File: src/rtl/timer_pkg.sv
// Shared constants for the BCD countdown timer: FSM state encodings and BCD digit limits.
// Also holds the per-digit preset saturation helper.
package timer_pkg;

    typedef logic [1:0] state_t;

    localparam state_t S_IDLE  = 2'd0;
    localparam state_t S_RUN   = 2'd1;
    localparam state_t S_PAUSE = 2'd2;
    localparam state_t S_DONE  = 2'd3;

    localparam logic [3:0] BCD_MAX  = 4'd9;
    localparam logic [3:0] BCD_ZERO = 4'd0;

    // Clamp an out-of-range preset nibble to the largest legal BCD digit.
    function automatic logic [3:0] bcd_sat(input logic [3:0] digit);
        return (digit > BCD_MAX) ? BCD_MAX : digit;
    endfunction

endpackage

File: src/rtl/bcd_digit_down.sv
// Combinational single-digit BCD decrement with borrow in/out.
// Chained digit by digit to form a multi-digit down-counter.
module bcd_digit_down
    import timer_pkg::*;
(
    input  logic [3:0] digit_in,
    input  logic       borrow_in,
    output logic [3:0] digit_out,
    output logic       borrow_out
);

    // NOTE: every output gets a default first so no path leaves it unassigned (no latch).
    always_comb begin
        digit_out  = digit_in;
        borrow_out = 1'b0;
        if (borrow_in) begin
            if (digit_in == BCD_ZERO) begin
                digit_out  = BCD_MAX;
                borrow_out = 1'b1;
            end else begin
                digit_out = digit_in - 4'd1;
            end
        end
    end

endmodule

File: src/rtl/bcd_down_timer.sv
// Multi-digit BCD countdown timer: saturating preset load, start/stop control,
// one decrement per tick while running, and a one-cycle expiry pulse.
module bcd_down_timer
    import timer_pkg::*;
#(
    parameter int DIGITS = 4
) (
    input  logic                clk,
    input  logic                reset,
    input  logic                tick,
    input  logic                load,
    input  logic [4*DIGITS-1:0] load_val,
    input  logic                start,
    input  logic                stop,
    output logic [4*DIGITS-1:0] count,
    output logic                running,
    output logic                zero,
    output logic                expired
);

    localparam int W = 4 * DIGITS;

    state_t         state_q, state_d;
    logic [W-1:0]   count_q, count_d;
    logic           running_q, running_d;
    logic           expired_q, expired_d;

    logic [W-1:0]   count_dec;
    logic [W-1:0]   load_sat;
    logic [DIGITS:0] borrow;

    assign borrow[0] = 1'b1;

    for (genvar i = 0; i < DIGITS; i++) begin : g_digit
        bcd_digit_down u_digit (
            .digit_in  (count_q[4*i +: 4]),
            .borrow_in (borrow[i]),
            .digit_out (count_dec[4*i +: 4]),
            .borrow_out(borrow[i+1])
        );
        assign load_sat[4*i +: 4] = bcd_sat(load_val[4*i +: 4]);
    end

    always_comb begin
        state_d   = state_q;
        count_d   = count_q;
        expired_d = 1'b0;
        if (load) begin
            count_d = load_sat;
            state_d = S_IDLE;
        end else begin
            case (state_q)
                S_RUN: begin
                    if (stop) begin
                        state_d = S_PAUSE;
                    // A borrow out of the top digit would mean wrapping below zero.
                    end else if (tick && !borrow[DIGITS]) begin
                        count_d = count_dec;
                        if (count_dec == '0) begin
                            state_d   = S_DONE;
                            expired_d = 1'b1;
                        end
                    end
                end
                S_IDLE, S_PAUSE: begin
                    if (start && count_q != '0) begin
                        state_d = S_RUN;
                    end
                end
                default: ;
            endcase
        end
        running_d = (state_d == S_RUN);
    end

    // NOTE: sequential state uses non-blocking assignments so all flops update together.
    always_ff @(posedge clk or posedge reset) begin
        if (reset) begin
            state_q   <= S_IDLE;
            count_q   <= '0;
            running_q <= 1'b0;
            expired_q <= 1'b0;
        end else begin
            state_q   <= state_d;
            count_q   <= count_d;
            running_q <= running_d;
            expired_q <= expired_d;
        end
    end

    assign count   = count_q;
    assign running = running_q;
    assign expired = expired_q;
    assign zero    = (count_q == '0);

endmodule
File: config.mk
export PLATFORM = sky130hd
export DESIGN_NAME = bcd_down_timer
export DESIGN_NICKNAME = d
export VERILOG_FILES = /design/src/rtl/timer_pkg.sv /design/src/rtl/bcd_digit_down.sv /design/src/rtl/bcd_down_timer.sv
export SDC_FILE = /design/constraint.sdc
export NUM_CORES = 1
export LEC_CHECK = 0
export CAP_MARGIN = 20
export CORE_MARGIN = 4
export CORE_UTILIZATION = 47
export CTS_BUF_LIST = sky130_fd_sc_hd__clkbuf_2 sky130_fd_sc_hd__clkbuf_4 sky130_fd_sc_hd__clkbuf_8
export DETAILED_ROUTE_END_ITERATION = 7
export GPL_ROUTABILITY_DRIVEN = 0
export PLACE_DENSITY_LB_ADDON = 0.3
export SYNTH_ARGS = -nofsm -noshare
export SYNTH_HDL_FRONTEND = slang
export SYNTH_SLANG_ARGS = --single-unit
export TNS_END_PERCENT = 1
File: constraint.sdc
create_clock -name clk -period 2.59 [get_ports clk]
set_clock_uncertainty 0.15 [all_clocks]
set_input_delay 0.518 -clock clk [delete_from_list [all_inputs] [get_ports clk]]
set_output_delay 0.518 -clock clk [all_outputs]
set_load 0.05 [all_outputs]
; ---- Yosys cells after proc, flatten, opt, wreduce, memory -nomap -nowiden
; Index checks and enable logic that the tools add are counted.
[op_classes]
addsub = 4
n_lt_le_gt_ge = 4
n_eq_ne = 4
n_mux = 33
n_reduce_logical = 15
[ops]
columns = op, n
row1 = $mux W16, 4
row2 = $mux W4, 11
row3 = $logic_not A16 Y1, 2
row4 = $gt A4 B4 Y1 const B, 4
row5 = $logic_not A4 Y1, 4
row6 = $reduce_bool A16 Y1, 1
row7 = $sub A4 B1 Y4 const B, 4
row8 = $mux W1, 12
row9 = $mux W2, 5
row10 = $eq A2 B1 Y1 const B, 2
row11 = $pmux W2 S2, 1
row12 = $reduce_bool A2 Y1, 2
row13 = $reduce_and A3 Y1, 1
row14 = $eq A2 B2 Y1 const B, 1
row15 = $logic_and A1 B1 Y1, 2
row16 = $logic_not A2 Y1, 1
row17 = $ne A2 B2 Y1 const B, 1
row18 = $reduce_or A2 Y1, 1
row19 = $logic_not A1 Y1, 1
[word_totals]
register_bits = 20
input_bits = 22
out_inout_bits = 19
wordCells = 64

; ---- Depth between registers and ports, before layout
[depth]
ltp_word = 12
ltp_mapped = 6
depth_no_buf = 5

; ---- Modules after synthesis
; From an unflattened synthesis, not the netlist that was laid out.
[unflattened]
hier_cells = 148
hier_area_um2 = 1356.3
[by_module_without_submodules]
columns = module, instances, cells_per_inst, area_each_um2, seq_area_each_um2
row1 = bcd_down_timer, 1, 104, 1041.0, 500.5
row2 = bcd_digit_down, 4, 11, 78.8, 0.0

; ---- Worst setup path after synthesis
; OpenSTA, ideal clock, no wires.
[synth_path]
path_kind = flip-flop to output port
start = register count_q[4] (netlist: count[4])
end = output port zero
arrival_ns = 1.880
required_ns = 1.922
slack_ns = 0.042
stages_incl_launch_ff = 4
n_path_buf = 0
path_cell_list = dfrtp_1 > nor4_1 > nand4_1 > inv_1
[synth_via]
elab_chain_len = 1
[synth_lines]
columns = item, line_no
row1 = from (decl), bcd_down_timer.sv:24  ; logic [W-1:0] count_q, count_d;
row2 = from (signal assigned), bcd_down_timer.sv:85  ; count_q <= count_d;
row3 = $logic_not A16 Y1, bcd_down_timer.sv:94  ; assign zero = (count_q == '0);
row4 = to (decl), bcd_down_timer.sv:17  ; output logic zero,
; Every way passes these cells.

; ---- Final worst setup path
; Ends and elaborated chain as after synthesis.

==> results.json <==
{
  "area_growth_pct": 44.8,
  "max_slew_margin_pct": 47.3,
  "fin_nets": 219,
  "num_vias": 1409,
  "synth.yosys.seq_area_share_pct": 39.4,
  "hold_end": "state_q[0]$_DFF_PP0_",
  "regArea_sq_um": 500,
  "reg2reg_slack_ps": 210,
  "stdcell_count": 226,
  "drt-pass1-iter-count": 4,
  "hold_violations": 0,
  "peakVddDrop_mv": 0.433,
  "async_flop_share_pct": 100,
  "crit_path_end_kind": "output port",
  "root_buffer": "clkbuf_4",
  "setup_tns_ps": 0,
  "post-route-period-util_pct": 95.9,
  "critical_path_class": "reg -> out",
  "ant_nets": 0,
  "clkTransAtPathRegs_ps": 120,
  "multi_input_area_sq_um": 708,
  "synth_area_sq_um": 1270,
  "h-tree-depth": 1,
  "critical_path_peak_fanout": 9,
  "grtUsageMet3_pct": 3.24,
  "core_area_sq_um": 2520,
  "row_count": 18,
  "worstSkewPairLatency_ps": 310,
  "grt_pass1_wl_mm": 6.13,
  "cts_hold_buf": 0,
  "clock-sinks": 20,
  "grt_max_degree": 21,
  "cts_setup_buffers": 0,
  "dpl_cell_area_sq_um": 1780,
  "die_area_sq_um": 3590,
  "cap_violations": 0,
  "drc": 0,
  "place_hpwl_mm": 2.81,
  "maxSlewViolCount": 0,
  "io_buffers": 40,
  "wire_per_inst_um": 16.8,
  "min_from": "state_q[0]$_DFF_PP0_",
  "startpoint_type": "register",
  "rsz0062_at_grt": "false",
  "ys_ff_latch": 20,
  "drt_iter0_markers": 84,
  "dp_worst_setup_slack_ps": -34.7,
  "synth-edff-count": 0,
  "fmax_mhz": 403,
  "worst_pin_slew_ps": 790,
  "syn_inst": 146,
  "crit_arrival_ps": 1820,
  "grt_use_met1_pct": 26.2,
  "cts_tree": "done",
  "finalWorstSetupSlack_ps": 106,
  "antenna_found_initial": 0,
  "design_area_sq_um": 1840,
  "synth_flop_cell": "dfrtp_1",
  "grt_overflow": 0,
  "grt_pass1_vias": 1442,
  "routed_wl_mm": 3.80,
  "ys_warn_count": 0,
  "globalRouteMet2Util_pct": 39.7,
  "synth_nets": 168,
  "dp.cells": 222,
  "die_h_um": 60.0,
  "grt_usage_pct": 22.5,
  "finalCriticalPeriod_ps": 2480,
  "hold_class": "reg -> reg",
  "power.density_nw_per_um2": 501,
  "worstPathRequired_ps": 1920,
  "start_util_pct": 50.3,
  "whs_path_depth": 2,
  "cts-resized-gates": 0,
  "fill_cells": 203,
  "via_per_inst": 6.23,
  "r2r.worst_path.cells": 4,
  "cts_inserted_buffers": 3,
  "r2r_start": "count[3]$_DFFE_PP0P_",
  "synth_cell_types": 40,
  "status": "finished, final reports clean",
  "drive_gt1_share_pct": 11.7,
  "setup_violations": 0,
  "ioPinCount": 41,
  "cellLeakagePower_nw": 0.703,
  "die_w_um": 60.0,
  "antenna_cells": 0,
  "timing.rr.end": "count[6]$_DFFE_PP0P_",
  "grt-busiest-layer": "met2",
  "cts_buffer_depth": 2,
  "avgSynthCellArea_sq_um": 8.69
}
==> state kept, by name (all words and copies together) (netlist names) <==
name / flops
running: 1
state_q: 2
expired: 1
count: 16
==> cell families after synthesis <==
kind of cell,count (synthesis),synth area share (%)
buffers and inverters,15,5.23
and+or+nand+nor,67,31.4
AOI/OAI and AO/OA,43,23.2
muxes,1,0.789
DFF,20,39.4
==> Yosys cell counts, types with 2 or more instances <==
cell type / count / area, sq um
a21oi_1: 5 / 25.0
a221o_1: 2 / 20.0
a31oi_1: 9 / 56.3
and4_1: 2 / 17.5
buf_2: 2 / 10.0
clkbuf_1: 4 / 15.0
dfrtp_1: 20 / 500
inv_1: 8 / 30.0
nand2_1: 11 / 41.3
nand3_1: 4 / 20.0
nand4_1: 2 / 12.5
nor2_1: 8 / 30.0
nor2b_1: 3 / 18.8
nor3_1: 8 / 40.0
nor4_1: 8 / 50.1
o21a_1: 5 / 37.5
o21ai_0: 8 / 40.0
o31ai_1: 6 / 45.0
or3_1: 3 / 18.8
or4_1: 8 / 60.1
==> layer usage <==
layer / vias up / part of all wire [%]
met3: 7 / 5.9
li1: 681 / -
met4: 0 / 1.8
met1: 668 / 42
met2: 53 / 51
met5: - / 0
==> area by class of cell <==
type	instances	area share [%]
inverters	8	1.63
multi-input cells	111	38.6
well taps	30	2.04
repair buffers	53	27.7
flip-flops and latches	20	27.2
clock buffers	3	1.23
clock inverters	1	1.63
==> how the worst max path moves through the flow <==
stage                            endpoint  slack, ps  cells past startpoint                  from
floorplan                            zero         40                      3  count[4]$_DFFE_PP0P_
global placement    count[12]$_DFFE_PP0P_        -20                      7                  tick
detailed placement  count[11]$_DFFE_PP0P_        -30                      7                  tick
CTS                                  zero        100                      5  count[4]$_DFFE_PP0P_
global route                         zero         40                      5  count[4]$_DFFE_PP0P_
finish                               zero        110                      5  count[4]$_DFFE_PP0P_
==> metrics by stage <==
step	total power [mW]	util [%]	hold WS [ps]
4_1_cts	0.922	72.6	460
6_report	0.920	72.8	470
5_1_grt	0.959	72.8	520
2_1_floorplan	0.540	-	332
3_5_place_dp	0.660	70.5	442
3_3_place_gp	0.651	70.5	441
==> power by group <==
group	switching [mW]	internal (mW)	total, mW
clock network	0.107	0.157	0.264
registers	0.0403	0.337	0.377
logic	0.164	0.116	0.279
total	0.311	0.609	0.920
==> placed cells by master (no fill, tap or decap), types with 3 or more instances in the layout <==
cell,count
nor2b_1,3
nor2_1,8
o31ai_1,6
a31oi_1,9
nand3_1,4
inv_1,8
clkdlybuf4s50_1,39
clkbuf_4,3
dfrtp_1,20
a21oi_1,5
nor3_1,8
nand2_1,11
o21a_1,5
o21ai_0,8
or4_1,8
buf_4,13
or3_1,3
nor4_1,7
==> worst max-delay path, stage by stage, from the launching register on <==
cell     delay, ps
dfrtp_1        490
nor4_2         340
buf_4          190
nand4_1        100
inv_1          220
buf_12         170
No activity file was read; power rests on OpenSTA's default activity.
==> RTL change 1: new RTL, same settings <==
The parameter `DIGITS` goes from 4 to 8.
--- a/src/rtl/bcd_down_timer.sv
+++ b/src/rtl/bcd_down_timer.sv
@@ -3,7 +3,7 @@
 module bcd_down_timer
     import timer_pkg::*;
 #(
-    parameter int DIGITS = 4
+    parameter int DIGITS = 8
 ) (
     input  logic                clk,
     input  logic                reset,
Ports: changed (resized count and load_val); port bits go from 41 to 73. The function was not compared with the original's and may differ.
==> RTL change 1 against the original RTL <==
The run now ends with setup timing left. Design area grew 90%. Wire length grew 83%. Area after synthesis grew 83%. Utilization grew 0.58 points. Sequential cell count grew 16. Total power grew 85%. Worst setup slack lost 0.19 ns. Critical path type unchanged.
==> RTL change 1: results (changes against the original RTL) <==
finalSetupViolations: 1  # +1
vias: 2500  # +77%
dp_hpwl_um: 5070  # +80%
synth-xor-area-share_pct: 3.77  # +3.8 points
dpl_cell_area_sq_um: 3320  # +87%
grt_usage_pct: 23.6  # +1.1 points
cts_sinks: 36  # +80%
crit_family: "simple AND/OR/NAND/NOR gates"
synth_cell_types: 50  # +25%
p_leak_nw: 1.41  # +100%
pre_cts_slack_ns: -0.0613  # -0.0266 ns
netlist_top_cells_count: "dfrtp_1, nor2_1, nand2_1"
worst_ep_arrival_time_ns: 2.01  # +0.19 ns
status: "finished, violations left"
violations: "setup timing"
io_buffers: 72  # +80%
crit_fanout: 2  # -7
synth_compound_area_share_pct: 18.9  # -4.2 points
synthMuxAreaShare_pct: 3.07  # +2.3 points
irDropWorstVdd_uv: 279  # -36%
clock_latency_ns: 0.28  # -0.03 ns
final.setup.worst_slack_ns: -0.0857  # -0.192 ns
relSlewSlack_pct: 65.4  # +18 points
layout-drive-gt1-share_pct: 17.3  # +5.6 points
fillCellCount: 367  # +81%
ys_seq_area_share_pct: 38.8  # -0.70 points
drt_iter0_drc: 190  # +130%
crit_slowest_cell: "or4_4"
grt_max_degree: 38  # +81%
drt_wl_total_um: 6980  # +83%
cpPeakStageDelay_ns: 0.55  # +0.06 ns
grt_pass1_wl_um: 11700  # +90%
synthTopCellsByArea: "dfrtp_1, nor2_1, nand2_1"
clk_pin_slew_ns: 0.07  # -0.05 ns
syn-num-nets: 314  # +87%
RTL change 1: changes by cell type after synthesis, sizes merged, moves of 6 or more:
cell | unedited run | this run
clkbuf | 4 | 12
dfrtp | 20 | 36
inv | 8 | 14
nand2 | 11 | 27
nand3 | 4 | 14
nand4 | 2 | 8
nor2 | 8 | 35
o21ai | 8 | 21
or4 | 9 | 2
RTL change 1: kinds of logic after synthesis:
family	count (synthesis)
multiplexers	7
AND/OR/NAND/NOR	126
buffers and inverters	29
flip-flops	36
XOR/XNOR	10
AO/OA/AOI/OAI	68
RTL change 1: per-layer routing:
layer  share of wire (%)  track usage [%]
met1                  42             31.3
met2                  51             39.6
met3                 6.3             3.78
met4                 1.1             7.17
met5                   0                0
RTL change 1: worst min-delay path: stages (launching register included):
cell and delay (ns):
dfrtp_1 0.39, o211ai_1 0.10, nand2_1 0.06
RTL change 1: power breakdown:
part | internal (W) | switching (W)
combinational | 0.000241 | 0.000347
clock | 0.000238 | 0.000200
sequential | 0.000611 | 0.0000619
total | 0.00109 | 0.000609
RTL change 1: path summary, 6_finish.rpt:
check / startpoint / slack (ns) / cells after the start / endpoint
setup / recovery: count[25] / -0.09 / 6 / zero
hold / removal: count[31] / 0.43 / 2 / count[31]
setup reg to reg: count[25] / 0.04 / 9 / count[14]
hold reg to reg: count[31] / 0.43 / 2 / count[31]
max in group asynchronous: reset / 1.43 / 3 / count[13]
min in group asynchronous: reset / 0.50 / 3 / count[3]
RTL change 1: area by class of cell:
cell class                      count  area [sq um]  area share [%]
Clock buffer                        8          97.6            2.80
Sequential cell                    36           907            26.0
Timing Repair Buffer              107          1010            28.9
Inverter                           14          57.6            1.65
Tap cell                           67          83.8            2.40
Multi-Input combinational cell    211          1330            38.2
RTL change 1: metrics by stage:
| step | setup TNS (ns) | std cells | utilization [%] | hold slack (ns) |
|---|---|---|---|---|
| floorplan | 0 | 276 | - | 0.422 |
| global placement | 0 | 431 | 69.8 | 0.413 |
| detailed placement | -0.0613 | 431 | 69.8 | 0.408 |
| CTS | -0.0853 | 442 | 72.6 | 0.427 |
| global route | -0.433 | 443 | 73.4 | 0.492 |
| finish | -0.0857 | 443 | 73.4 | 0.431 |
RTL change 1: timing repair:
action,CTS,global route
pin swaps,5,5
setup endpoints to repair,1,11
gates resized for setup,3,7
setup buffers,3,1
==> RTL change 2: new RTL, same settings <==
Made on the original files. Register the inputs `tick`, `load`, `load_val`, `start` and `stop` before use, without a reset. The logic sees them one clock later. Comments in the files are not updated.
--- a/src/rtl/bcd_down_timer.sv
+++ b/src/rtl/bcd_down_timer.sv
@@ -20,6 +20,20 @@
 
     localparam int W = 4 * DIGITS;
 
+    logic tick_q;
+    logic load_q;
+    logic [4*DIGITS-1:0] load_val_q;
+    logic start_q;
+    logic stop_q;
+
+    always_ff @(posedge clk) begin
+        tick_q     <= tick;
+        load_q     <= load;
+        load_val_q <= load_val;
+        start_q    <= start;
+        stop_q     <= stop;
+    end
+
     state_t         state_q, state_d;
     logic [W-1:0]   count_q, count_d;
     logic           running_q, running_d;
@@ -38,23 +52,23 @@
             .digit_out (count_dec[4*i +: 4]),
             .borrow_out(borrow[i+1])
         );
-        assign load_sat[4*i +: 4] = bcd_sat(load_val[4*i +: 4]);
+        assign load_sat[4*i +: 4] = bcd_sat(load_val_q[4*i +: 4]);
     end
 
     always_comb begin
         state_d   = state_q;
         count_d   = count_q;
         expired_d = 1'b0;
-        if (load) begin
+        if (load_q) begin
             count_d = load_sat;
             state_d = S_IDLE;
         end else begin
             case (state_q)
                 S_RUN: begin
-                    if (stop) begin
+                    if (stop_q) begin
                         state_d = S_PAUSE;
                     // A borrow out of the top digit would mean wrapping below zero.
-                    end else if (tick && !borrow[DIGITS]) begin
+                    end else if (tick_q && !borrow[DIGITS]) begin
                         count_d = count_dec;
                         if (count_dec == '0) begin
                             state_d   = S_DONE;
@@ -63,7 +77,7 @@
                     end
                 end
                 S_IDLE, S_PAUSE: begin
-                    if (start && count_q != '0) begin
+                    if (start_q && count_q != '0) begin
                         state_d = S_RUN;
                     end
                 end
Formal check against the unedited RTL: not equivalent (a bounded check fails within 4 cycles, from zero or initial values and one cycle with reset high).
==> RTL change 2 against the original RTL <==
Area after synthesis rose by 27%. First-iteration DRC count did not move. Wire length fell by 3.6%. Design area rose by 17%. Combinational power fell by 6%. Sequential cell count rose by 20. Cell count rose by 10%. Die area rose by 23%. Total power rose by 43%. Worst setup slack got worse by 0.017 ns.
==> RTL change 2: results (changes against the original RTL) <==
crit_family: "simple AND/OR/NAND/NOR gates"
rrSetupSlack_ns: 0.23  # +0.02 ns
synthTopCellsByArea: "dfrtp_1, dfxtp_1, o21ai_0"
cts_resized: 0  # unchanged
syn-num-nets: 180  # +7.1%
max_slew.worst_pin.slew_ns: 0.761  # -0.0294 ns
switching_share_pct: 29.8  # -4.1 points
grt_pass1_wl_um: 5810  # -5.3%
irDropWorstVdd_uv: 438  # +1.1%
cpPeakStageDelay_ns: 0.46  # -0.03 ns
antenna_found_initial: 0  # unchanged
grt_max_degree: 21  # unchanged
ys_warn_count: 0  # unchanged
p_leak_nw: 0.836  # +19%
layout-drive-gt1-share_pct: 8.78  # -3.0 points
cts_buffers: 5  # +2
viasPerCell: 5.48  # -12%
post-cts-setup-buffers: 0  # unchanged
hp-class: "flip-flop to flip-flop"
fin_nets: 226  # +3.2%
netlist_top_cells_count: "dfrtp_1, dfxtp_1, o21ai_0"
clockPowerShare_pct: 26.1  # -2.6 points
dp_hpwl_um: 2680  # -4.6%
crit_fanout: 6  # -3
clk-power_w: 0.000344  # +30%
seqPwrFrac_pct: 54.0  # +13 points
cts_buffer_depth: 2  # unchanged
cts_root_buffer: "clkbuf_4"
fin_crit_sh_pct: 96.6  # +0.66 points
hold_depth: 2  # unchanged
whs_ns: 0.315  # -0.155 ns
wl_per_cell_um: 14.7  # -12%
fillCellCount: 265  # +31%
io_buffers: 40  # unchanged
num_antenna_cells: 0  # unchanged
drt_iter0_drc: 84  # unchanged
status: "finished clean"
synth-edff-count: 0  # unchanged
grt_pass1_vias: 1278  # -11%
async_reset_ff_share_pct: 50.0  # -50 points
rr_worst_depth: 4  # unchanged
worst_ep_arrival_time_ns: 1.83
clock_latency_ns: 0.35  # +0.04 ns
grt_usage_pct: 17.6  # -4.9 points
synth_flop_cell: "dfxtp_1"
synth_cell_types: 38  # -5.0%
clk_pin_slew_ns: 0.11
cts.htree.levels: 2  # +1
drv_slew: 0  # unchanged
drt_first_pass_iters: 4  # unchanged
ys_seq_area_share_pct: 56.0  # +17 points
crit_slowest_cell: "dfrtp_1"
## RTL change 2: cell types whose count changed after synthesis, moves of 3 or more
cell / delta
a31oi_1: -7
dfxtp_1: +20
nand2_1: -3
nor2_1: +4
nor4_1: -3
o21ai_0: +12
o31ai_1: -6
or4_1: -7
xnor2_1: +3
xor2_1: +3
## RTL change 2: routing by layer
metal | track usage [%] | up-vias | part of all wire (%)
li1 | - | 670 | -
met1 | 19.9 | 644 | 41
met2 | 30.0 | 47 | 51
met3 | 5.40 | 4 | 7.2
met4 | 8.63 | 0 | 0.82
met5 | 0 | - | 0
## RTL change 2: area by class of cell
type / count / area, sq um / share of cell area (%)
clock buffer: 8 / 66.3 / 3.08
inverter: 6 / 22.5 / 1.04
multi-input combinational: 108 / 678 / 31.5
sequential: 40 / 901 / 41.8
tap: 44 / 55.1 / 2.55
timing repair buffer: 43 / 433 / 20.1
## RTL change 2: final timing paths
check / startpoint / end
hold reg to reg: load_val_q[11] / count[11]
setup reg to reg: count[0] / count[10]
max in group asynchronous: reset / count[13]
hold / removal: load_val_q[11] / count[11]
min in group asynchronous: reset / count[6]
setup / recovery: count[9] / zero
## RTL change 2: cell families (layout without fill, tap and decap cells)
group,count (synthesis),after routing,synth area share [%]
multiplexers,3,3,1.87
AO/OA/AOI/OAI,44,44,16.0
AND/OR/NAND/NOR,55,55,19.9
buffers and inverters,10,57,2.96
flip-flops,40,40,56.0
XOR/XNOR,6,6,3.27
## RTL change 2: per-stage QoR
step / instances / instance area [sq um] / setup TNS, ns / util [%]
after floorplan: 158 / 1620 / 0 / -
after global placement: 241 / 2080 / 0 / 65.9
after detailed placement: 241 / 2080 / 0 / 65.9
after CTS: 249 / 2140 / 0 / 68.0
after global routing: 249 / 2160 / -0.000402 / 68.4
final: 249 / 2160 / 0 / 68.4
